$ cat src/rtl/spi_master_mode.sv
// SPI master: frames words from a ready/consume source onto one of 2**SW chip selects, back-to-back when more words wait.
// Define SPI_MASTER_MODE_CPHA_EN to honour the cpha input; otherwise cpha is ignored and behaves as 0.
module spi_master_mode #(
   parameter int W  = 8,
   parameter int SW = 1
) (
   input  logic              clock,
   input  logic              reset_n,
   input  logic              step,
   input  logic              cpol,
   input  logic              cpha,
   input  logic [SW-1:0]     sel,
   input  logic [W-1:0]      in,
   output logic              get,
   input  logic              empty,
   output logic [W-1:0]      out,
   output logic              put,
   output logic [2**SW-1:0]  spi_cs_n,
   output logic              spi_clock,
   output logic              spi_mosi,
   input  logic              spi_miso
);

   localparam int NCS = 2 ** SW;
   localparam int CW  = $clog2(2 * W + 1);

   typedef enum logic [1:0] {IDLE, SETUP, SHIFT, HOLD} state_t;

   state_t        state;
   logic [W-1:0]  tx_sr;
   logic [W-1:0]  rx_sr;
   logic [CW-1:0] edge_cnt;
   logic          mode_cpol;
   logic          mode_cpha;
   logic          cpha_in;
   logic [CW-1:0] edge_nxt;
   logic          odd_edge;
   logic          last_edge;
   logic          sample_now;
   logic [W-1:0]  rx_shifted;

`ifdef SPI_MASTER_MODE_CPHA_EN
   assign cpha_in = cpha;
`else
   assign cpha_in = cpha & 1'b0;
`endif

   function automatic logic [NCS-1:0] cs_decode(input logic [SW-1:0] s);
      logic [NCS-1:0] cs;
      cs    = '1;
      cs[s] = 1'b0;
      return cs;
   endfunction

   // Edges are numbered from 1; odd edges lead, even edges trail.
   assign edge_nxt   = edge_cnt + CW'(1);
   assign odd_edge   = edge_nxt[0];
   assign last_edge  = (edge_nxt == CW'(2 * W));
   assign sample_now = mode_cpha ? ~odd_edge : odd_edge;
   assign rx_shifted = {rx_sr[W-2:0], spi_miso};

   always_ff @(posedge clock or negedge reset_n) begin
      if (!reset_n) begin
         state     <= IDLE;
         spi_cs_n  <= '1;
         spi_clock <= 1'b0;
         spi_mosi  <= 1'b0;
         get       <= 1'b0;
         put       <= 1'b0;
         out       <= '0;
         tx_sr     <= '0;
         rx_sr     <= '0;
         edge_cnt  <= '0;
         mode_cpol <= 1'b0;
         mode_cpha <= 1'b0;
      end else begin
         get <= 1'b0;
         put <= 1'b0;
         case (state)
            IDLE: begin
               spi_cs_n  <= '1;
               spi_clock <= cpol;
               spi_mosi  <= 1'b0;
               edge_cnt  <= '0;
               if (step && !empty) begin
                  get       <= 1'b1;
                  mode_cpol <= cpol;
                  mode_cpha <= cpha_in;
                  spi_cs_n  <= cs_decode(sel);
                  rx_sr     <= '0;
                  // Leading-edge sampling needs the MSB on the wire before the first edge.
                  if (!cpha_in) begin
                     spi_mosi <= in[W-1];
                     tx_sr    <= {in[W-2:0], 1'b0};
                  end else begin
                     tx_sr    <= in;
                  end
                  state <= SETUP;
               end
            end
            SETUP: begin
               if (step) begin
                  spi_clock <= mode_cpol;
                  edge_cnt  <= '0;
                  state     <= SHIFT;
               end
            end
            SHIFT: begin
               if (step) begin
                  spi_clock <= ~spi_clock;
                  edge_cnt  <= edge_nxt;
                  if (sample_now) begin
                     rx_sr <= rx_shifted;
                  end else if (!last_edge) begin
                     spi_mosi <= tx_sr[W-1];
                     tx_sr    <= {tx_sr[W-2:0], 1'b0};
                  end
                  if (last_edge) begin
                     put      <= 1'b1;
                     out      <= sample_now ? rx_shifted : rx_sr;
                     edge_cnt <= '0;
                     // Chain the next word without releasing chip select.
                     if (!empty) begin
                        get <= 1'b1;
                        if (!mode_cpha) begin
                           spi_mosi <= in[W-1];
                           tx_sr    <= {in[W-2:0], 1'b0};
                        end else begin
                           tx_sr    <= in;
                        end
                     end else begin
                        state <= HOLD;
                     end
                  end
               end
            end
            HOLD: begin
               if (step) begin
                  spi_cs_n <= '1;
                  spi_mosi <= 1'b0;
                  state    <= IDLE;
               end
            end
            default: state <= IDLE;
         endcase
      end
   end

endmodule
$ cat config.mk
export PLATFORM = sky130hd
export DESIGN_NAME = spi_master_mode
export DESIGN_NICKNAME = d
export VERILOG_FILES = /design/src/rtl/spi_master_mode.sv
export SDC_FILE = /design/constraint.sdc
export NUM_CORES = 1
export LEC_CHECK = 0
export ABC_AREA = 1
export BUFFER_PORTS_ARGS = -buffer_cell sky130_fd_sc_hd__buf_4
export CORE_MARGIN = 1.5
export CORE_UTILIZATION = 56
export DETAILED_ROUTE_END_ITERATION = 8
export GPL_TIMING_DRIVEN = 0
export PLACE_DENSITY = 0.75
export SETUP_SLACK_MARGIN = 0.5
export SLEW_MARGIN = 20
export SYNTH_ARGS = -nofsm -noshare
export SYNTH_HDL_FRONTEND = slang
export SYNTH_SLANG_ARGS = --single-unit
$ cat constraint.sdc
create_clock -name clock -period 2.3 [get_ports clock]
set_input_delay 0.23 -clock clock [delete_from_list [all_inputs] [get_ports clock]]
set_output_delay 0.23 -clock clock [all_outputs]
set_load 0.1 [all_outputs]
==> results of run 1 <==
==> worst max-delay path: cells and delay by family, from the launching register on <==
| kind | cells | cell delay (ns) |
|---|---|---|
| AND/OR/NAND/NOR | 6 | 0.60 |
| adder cells (fa/ha/maj) | 1 | 0.20 |
| AO/OA/AOI/OAI | 1 | 0.06 |
| flip-flops | 1 | 0.42 |
| buffers and inverters | 2 | 0.28 |
==> placed cells by master, fill, tap and decap left out, types with 2 or more instances in the layout <==
cell type,count
o21ai_2,4
a21oi_2,3
inv_2,2
a21oi_1,2
dfstp_2,2
dfrtp_2,3
nand2_1,73
inv_1,42
nand4_1,2
dfrtp_1,33
nand3_2,2
buf_4,31
o21ai_0,31
o21ai_1,5
nor2_1,12
buf_2,2
ha_1,4
buf_6,4
nand3_1,7
clkbuf_8,5
clkbuf_4,2
o22ai_1,3
nand2_4,2
nand2_2,3
clkbuf_1,2
nand3_4,2
==> worst max-delay path by stage <==
stage	to	slack, ns	cells after the start
floorplan	tx_sr[4]$_DFFE_PN0P_	0.68	12
global placement	spi_clock$_DFFE_PN0P_	0.40	8
detailed placement	spi_clock$_DFFE_PN0P_	0.42	8
CTS	rx_sr[0]$_DFFE_PN0P_	0.50	7
global route	rx_sr[0]$_DFFE_PN0P_	0.48	7
finish	tx_sr[2]$_DFFE_PN0P_	0.63	10
==> metrics by stage <==
| step | cells | total power, mW | worst slack, ns | util (%) |
|---|---|---|---|---|
| finish | 345 | 2.95 | 0.628 | 72.9 |
| global route | 345 | 3.19 | 0.480 | 72.9 |
| CTS | 341 | 2.87 | 0.501 | 71.2 |
| detailed placement | 332 | 2.28 | 0.420 | 67.6 |
| global placement | 332 | 2.25 | 0.404 | 67.6 |
| floorplan | 258 | 1.99 | 0.677 | - |
==> report_power, final <==
| part | switching, mW | internal [mW] |
|---|---|---|
| logic | 0.963 | 0.459 |
| clock network | 0.230 | 0.324 |
| registers | 0.105 | 0.864 |
==> area by class of cell <==
class | count | area share (%)
timing repair buffer | 33 | 10.1
clock inverter | 1 | 1.20
buffer | 8 | 2.54
clock buffer | 7 | 3.04
sequential | 38 | 38.1
multi-input combinational | 167 | 35.9
inverter | 45 | 6.73
tap | 46 | 2.29
==> flip-flops by register name, indices dropped and copies added (netlist names) <==
name / count
state: 2
get: 1
rx_sr: 8
tx_sr: 8
out: 8
edge_cnt: 5
mode_cpol: 1
spi_cs_n: 2
spi_clock: 1
put: 1
spi_mosi: 1
==> logic make-up (layout without fill, tap and decap cells) <==
logic type      count (synthesis)  in the layout
fa+ha+maj                       5              5
buf+inv                        53             94
simple gates                  108            108
compound gates                 54             54
flops                          38             38
==> layer usage <==
| layer | wire length, um | share of wire, % | vias up | global-route usage (%) |
|---|---|---|---|---|
| met2 | 1930 | 48 | 45 | 38.0 |
| li1 | - | - | 895 | - |
| met5 | 0 | 0 | - | 0 |
| met1 | 1880 | 46 | 785 | 28.4 |
| met4 | 57 | 1.4 | 0 | 9.51 |
| met3 | 191 | 4.7 | 6 | 6.43 |
==> what timing repair did <==
| action | CTS | global route |
|---|---|---|
| cloned | 0 | 1 |
| gates resized for setup | 3 | 17 |
| hold buffers | 1 | 0 |
| hold endpoints to repair | 36 | 0 |
| setup endpoints to repair | 15 | 33 |
| pin swaps | 0 | 2 |
| setup buffers | 0 | 3 |
==> impl_metrics.csv, run 1 <==
group,metric,value,unit
die,row_count,21,
final_layout,syn2layout_area_growth,21.9,%
synth,mappedNetlistNets,279,
synth,ys_dominant_reg_cell,"dfrtp_1",
place,gp_congestion,0.822,
global_routing,grt_overflow,0,
synth,mappedNetlistArea,2060,um^2
setup_path,crit_path_kind,"reg2reg",
synth,post-synth-top-area-cell,"dfrtp_1",
die,die_height,63.6,um
global_routing,antenna_found_initial,0,
synth,synth.cells.most_frequent,"73 x nand2_1, 43 x inv_1, 36 x dfrtp_1",
synth,synth-seq-area-share,46.3,%
setup_path,crit_path_cell_trace,"ha_2, nand2_1, clkinv_1, nand3_1, nand2_1, nand3_2, nand2_4, buf_6, nand2_1, o21ai_1",
cts,cts_buffer_depth,2,
flow_run,cap_violations,0,
route,drt_iter0_markers,87,
setup_path,cpMostUsedCell,"nand2_1",
sta,min_period_over_period,72.7,%
sta,number_of_max_slew_violations_in_the_final_report,0,
global_routing,maximum_number_of_pins_on_one_net_before_global_route_repair,39,
route,route.vias.total,1731,
route,final_routed_drc_violation_total,0,
final_layout,multi_input_comb_area,902,um^2
power_and_ir_drop,worst_ir_drop_vdd,0.000774,V
place,io_buffers,28,
power_and_ir_drop,p_leak,1.30,nW
global_routing,first_global_vias,1633,
final_layout,n_fill_cell,296,
cts,clkSlewWorstSetupHoldPaths,0.07,ns
synth,ys_warn_count,0,
cts,clock_tree.htree_level_count,2,
final_layout,final_design_area_no_fill,2510,um^2
synth,synth_xor_xnor_area_share,0,%
min_path,min_delay_path_depth,2,
die,floorplan.initialDensity,59.8,%
route,avgRoutedWirePerCell,11.8,um
setup_path,timing.reg2reg.worst_path_depth,10,
synth,synthSimpleGateAreaFrac,24.8,%
synth,synth_top_area_share,43.7,%
final_layout,seqCellArea,957,um^2
synth,post_synth_num_cell_types,33,
setup_path,cpMaxStageDelayCell,"dfrtp_2",
sta,hold_viol_final,0,
setup_path,timing.critical_path.to_type,"register",
sta,max_freq,598,MHz
sta,slew_headroom,68.2,%
final_layout,antenna_cells_inserted,0,
cts,clock-sinks,38,
cts,clock_tree_from_tritoncts,"done",
setup_path,timing.rr.start,"edge_cnt[1]$_DFFE_PN0P_",
sta,holdWs,0.116,ns
synth,synth.area.mux_share,0,%
place,postPlaceCellArea,2330,um^2
setup_path,worstPathArrival,1.85,ns
route,route.final.wire_length,4060,um
sta,setup_repair_after_global_routing_missed_its_margin,"false",
route,drt_first_pass_iters,4,
synth,synth.top_cells.by_area,"dfrtp_1 44%, nand2_1 13%, o21ai_0 8.0%, inv_1 7.8%, ha_1 3.0%",
route,antenna_left,0,
final_layout,post_route_cells_drive_above_1_share,24.7,%
global_routing,grt_first_pass_wirelength,7170,um
die,ioPinCount,30,
synth,ys_async_sr_fraction,100,%
synth,synth.avg_cell_area,7.98,um^2
synth,synth-edff-count,0,
synth,dominant_combinational_cell_family_by_area_after_synthesis,"simple AND/OR/NAND/NOR gates",
synth,synthCells,258,
synth,synthMostInstantiatedCell,"nand2_1",
run_status,status,"completed",
route,routed_via_density,5.02,
cts,tritoncts.num_buffers,5,
synth,synth-compound-area-share,14.9,%
min_path,hold_start,"sel",
setup_path,slowest_delay,0.42,ns
synth,synth_register_bits,38,
setup_path,crit_fanout,5,
final_layout,layout.nets,319,
cts,root_buffer,"clkbuf_8",
setup_path,reg2reg_slack,0.63,ns
global_routing,global_route.usage.total,23.1,%
die,die_x,63.6,um
cts,skew_pair_late_insertion_delay,0.29,ns
sta,finalWorstPathRequiredPeriod,1.67,ns
setup_path,startpoint,"edge_cnt[1]$_DFFE_PN0P_",
power_and_ir_drop,power_density,1170,nW/um^2
place,hpwlAfterDp,2730,um
synth,synth-adder-area-share,3.04,%
die,placeableCoreArea,3440,um^2
min_path,min_to,"spi_cs_n[1]$_DFFE_PN1P_",
die,area_of_the_die,4050,um^2
min_path,hold_path_class,"in2reg",
setup_path,critical_path_required,2.48,ns
sta,tightest_slew,0.476,ns
setup_path,r2r_end,"tx_sr[2]$_DFFE_PN0P_",
setup_path,timing.critical_path.from_type,"register",
sta,fin_setup_tns,0,ns
sta,setup_viol,0,
sta,final_clock_skew,0.00481,ns
Power figures use the tool's default switching activity.
==> run 2, diff against run 1 <==
--- a/config.mk
+++ b/config.mk
@@ -5,13 +5,13 @@
 export SDC_FILE = /design/constraint.sdc
 export NUM_CORES = 1
 export LEC_CHECK = 0
-export ABC_AREA = 1
+export ABC_AREA = 0
 export BUFFER_PORTS_ARGS = -buffer_cell sky130_fd_sc_hd__buf_4
 export CORE_MARGIN = 1.5
 export CORE_UTILIZATION = 56
 export DETAILED_ROUTE_END_ITERATION = 8
 export GPL_TIMING_DRIVEN = 0
-export PLACE_DENSITY = 0.75
+export PLACE_DENSITY = 0.76
 export SETUP_SLACK_MARGIN = 0.5
 export SLEW_MARGIN = 20
 export SYNTH_ARGS = -nofsm -noshare
==> constraint.sdc (replaced) <==
create_clock -name clock -period 1.6 [get_ports clock]
set_input_delay 0.16 -clock clock [delete_from_list [all_inputs] [get_ports clock]]
set_output_delay 0.16 -clock clock [all_outputs]
set_load 0.1 [all_outputs]
==> run 2 against run 1 <==
Effect of this change:
- the flow now finishes with violations (setup timing)
- setup slack worse by 1.1 ns
- area after synthesis is 5.8% lower
- non-clock buffer count is 37 higher
- final area up 28%
- critical path type unchanged
- largest cell class is now multi-input gates
- highest routed layer unchanged
==> impl_metrics.csv, run 2 <==
group,metric,value,unit
cts,clock_tree.htree_level_count,2,
final_layout,n_fill_cell,58,
setup_path,worstPathArrival,2.30,ns
cts,clock-sinks,38,
run_status,failed_checks,"setup timing",
final_layout,most_common_cell_after_layout_fill_and_taps_aside,"buf_4",
global_routing,global_route.usage.met1,38.7,%
global_routing,first_global_vias,1768,
power_and_ir_drop,worst_ir_drop_vdd,0.00167,V
cts,clock_tree_from_tritoncts,"done",
route,final_routed_drc_violation_total,0,
power_and_ir_drop,design_power_total,5.55,mW
sta,min_period_over_period,128,%
min_path,hold_path_class,"in2reg",
sta,final_clock_skew,0.0199,ns
flow_run,cap_violations,0,
final_layout,syn2layout_area_growth,65.7,%
power_and_ir_drop,netSwitchingPower,2.37,mW
run_status,status,"complete, but fails checks",
synth,ys_async_sr_fraction,100,%
global_routing,grt_util_met3,6.00,%
sta,tightest_slew,0.717,ns
setup_path,timing.critical_path.to_type,"register",
die,row_count,21,
synth,mappedNetlistArea,1940,um^2
final_layout,layout_common_cells,"42 x buf_4, 33 x dfrtp_1, 16 x mux2_4, 16 x buf_12",
global_routing,grtUsageMet2,54.6,%
route,drt_first_pass_iters,5,
die,placeableCoreArea,3340,um^2
synth,synth-edff-count,0,
synth,ys_warn_count,0,
setup_path,timing.critical_path.from_type,"register",
synth,synth.cells.most_frequent,"36 x dfrtp_1, 18 x nor2_1, 15 x mux2_1",
global_routing,antenna_found_initial,0,
setup_path,timing.rr.start,"edge_cnt[0]$_DFFE_PN0P_",
cts,clkSlewWorstSetupHoldPaths,0.14,ns
synth,synthMostInstantiatedCell,"dfrtp_1",
cts,skew_pair_late_insertion_delay,0.37,ns
sta,number_of_max_slew_violations_in_the_final_report,0,
die,die_height,61.9,um
synth,synth.top_cells.by_area,"dfrtp_1 46%, mux2_1 8.7%, mux2i_1 5.2%, a22o_1 4.1%, a21oi_1 3.6%",
synth,post-synth-top-area-cell,"dfrtp_1",
power_and_ir_drop,fraction_of_power_spent_switching_nets,42.7,%
final_layout,layout.nets,279,
place,io_buffers,28,
sta,setup_viol,35,
route,route.vias.total,1990,
sta,hold_viol_final,0,
die,ioPinCount,30,
final_layout,antenna_cells_inserted,0,
synth,post_synth_num_cell_types,37,
sta,setup_repair_after_global_routing_missed_its_margin,"true",
place,dp_slack,-0.481,ns
route,route.final.wire_length,7450,um
global_routing,grt_overflow,0,
sta,postLayoutSetupSlackWorst,-0.452,ns
route,drt_iter0_markers,265,
place,gp_congestion,0.827,
synth,synth_top_area_share,46.4,%
global_routing,grt_first_pass_wirelength,8600,um
sta,max_freq,487,MHz
route,antenna_left,0,
die,floorplan.initialDensity,58.2,%
min_path,hold_start,"cpol",
synth,mappedNetlistNets,201,
power_and_ir_drop,power_density,1720,nW/um^2
power_and_ir_drop,power.share.sequential,25.5,%
power_and_ir_drop,p_int,3.18,mW
setup_path,crit_path_kind,"reg2reg",
final_layout,largest_registers,"out: 8 flops, rx_sr: 8 flops, tx_sr: 8 flops",
die,area_of_the_die,3830,um^2
global_routing,grt.busiest_layer,"met2",
sta,finalWorstPathRequiredPeriod,2.05,ns
cts,root_buffer,"clkbuf_4",
cts,tritoncts.num_buffers,5,
die,die_x,61.9,um
global_routing,maximum_number_of_pins_on_one_net_before_global_route_repair,39,
power_and_ir_drop,part_of_the_total_power_dissipated_in_combinational_logic,64.4,%
synth,synthCells,180,
synth,synth-seq-area-share,49.1,%
place,hpwlAfterDp,2850,um
setup_path,critical_path_required,1.85,ns
final_layout,post_route_cells_drive_above_1_share,57.9,%
setup_path,crit_fanout,7,
power_and_ir_drop,clock_network_power_share,10.2,%
setup_path,startpoint,"edge_cnt[0]$_DFFE_PN0P_",
synth,ys_dominant_reg_cell,"dfrtp_1",
synth,synth.avg_cell_area,10.8,um^2
synth,synth_register_bits,38,
route,avgRoutedWirePerCell,24.4,um
global_routing,global_route.usage.total,32.1,%
route,routed_via_density,6.52,
cts,cts_buffer_depth,2,
power_and_ir_drop,p_leak,1.44,nW
sta,slew_headroom,52.2,%
[run 2: cell count changes after synthesis, moves of 3 or more]
cell	before	now
nor2_1	13	18
nand2_2	4	0
buf_6	3	0
nand2b_1	0	7
a22o_1	0	9
o21ai_0	33	5
o21ai_1	4	0
a21oi_1	4	14
mux2i_1	0	10
nand2_1	73	14
mux2_1	0	15
nor2b_1	0	5
inv_1	43	4
[run 2: critical path: stages (launching register included)]
cell     delay (ns)
dfrtp_1        0.45
buf_4          0.15
ha_4           0.19
nand2_8        0.10
o31ai_4        0.29
buf_12         0.17
mux2_4         0.31
mux2_4         0.26
[run 2: what timing repair did]
item,in CTS,in global routing
pin swaps,13,8
gates resized for setup,79,19
hold endpoints to repair,37,0
gates cloned,1,0
setup buffers,25,15
endpoints found under the setup margin,52,52
hold buffers,2,0
[run 2: area by class of cell]
type	instances	area [um^2]	area share, %
Sequential cell	38	957	29.8
Timing Repair Buffer	71	779	24.2
Clock inverter	2	12.5	0.389
Clock buffer	6	51.3	1.60
Tap cell	46	57.6	1.79
Buffer	7	70.1	2.18
Inverter	5	26.3	0.817
Multi-Input combinational cell	130	1260	39.2
[run 2: power groups by stage]
stage               Sequential (mW)  Combinational, mW  Clock (mW)
detailed placement             1.37               2.12           0
CTS                            1.37               2.96       0.550
global route                   1.42               3.68       0.600
floorplan                      1.66               1.42           0
global placement               1.35               2.05           0
finish                         1.41               3.57       0.564
[run 2: cell families (layout without fill, tap and decap cells)]
| family | Yosys count | count (layout) | synth area share [%] |
|---|---|---|---|
| buf+inv | 12 | 91 | 2.45 |
| simple gates | 56 | 56 | 14.0 |
| mux | 27 | 27 | 15.2 |
| fa+ha+maj | 5 | 5 | 3.22 |
| compound gates | 42 | 42 | 16.0 |
| flops | 38 | 38 | 49.1 |
[run 2: metrics by stage]
stage	std cells	area [um^2]	TNS, ns	hold slack [ns]	utilization, %
after floorplan	180	2130	-2.50	-0.136	-
after global placement	254	2400	-4.60	0.142	71.9
after detailed placement	254	2400	-5.57	0.149	71.9
after CTS	290	3020	-4.87	0.0402	90.6
after global routing	305	3220	-8.95	0.0555	96.4
final	305	3220	-8.12	0.0699	96.4
[run 2: final timing paths]
| kind | end | slack (ns) | depth (start not counted) |
|---|---|---|---|
| worst max-delay path | tx_sr[5]$_DFFE_PN0P_ | -0.45 | 7 |
| worst min-delay path | mode_cpol$_DFFE_PN0P_ | 0.07 | 2 |
| worst max register to register | tx_sr[5]$_DFFE_PN0P_ | -0.45 | 7 |
| worst min register to register | tx_sr[2]$_DFFE_PN0P_ | 0.53 | 1 |
| max in group asynchronous | state[1]$_DFFE_PN0P_ | 0.92 | 2 |
| min in group asynchronous | edge_cnt[0]$_DFFE_PN0P_ | 0.30 | 2 |
[run 2: per-layer routing]
metal  share of wire [%]  vias to the layer above
met4                 5.7                        0
li1                    -                      800
met2                  50                      161
met3                 7.6                       45
met1                  37                      984
met5                   0                        -
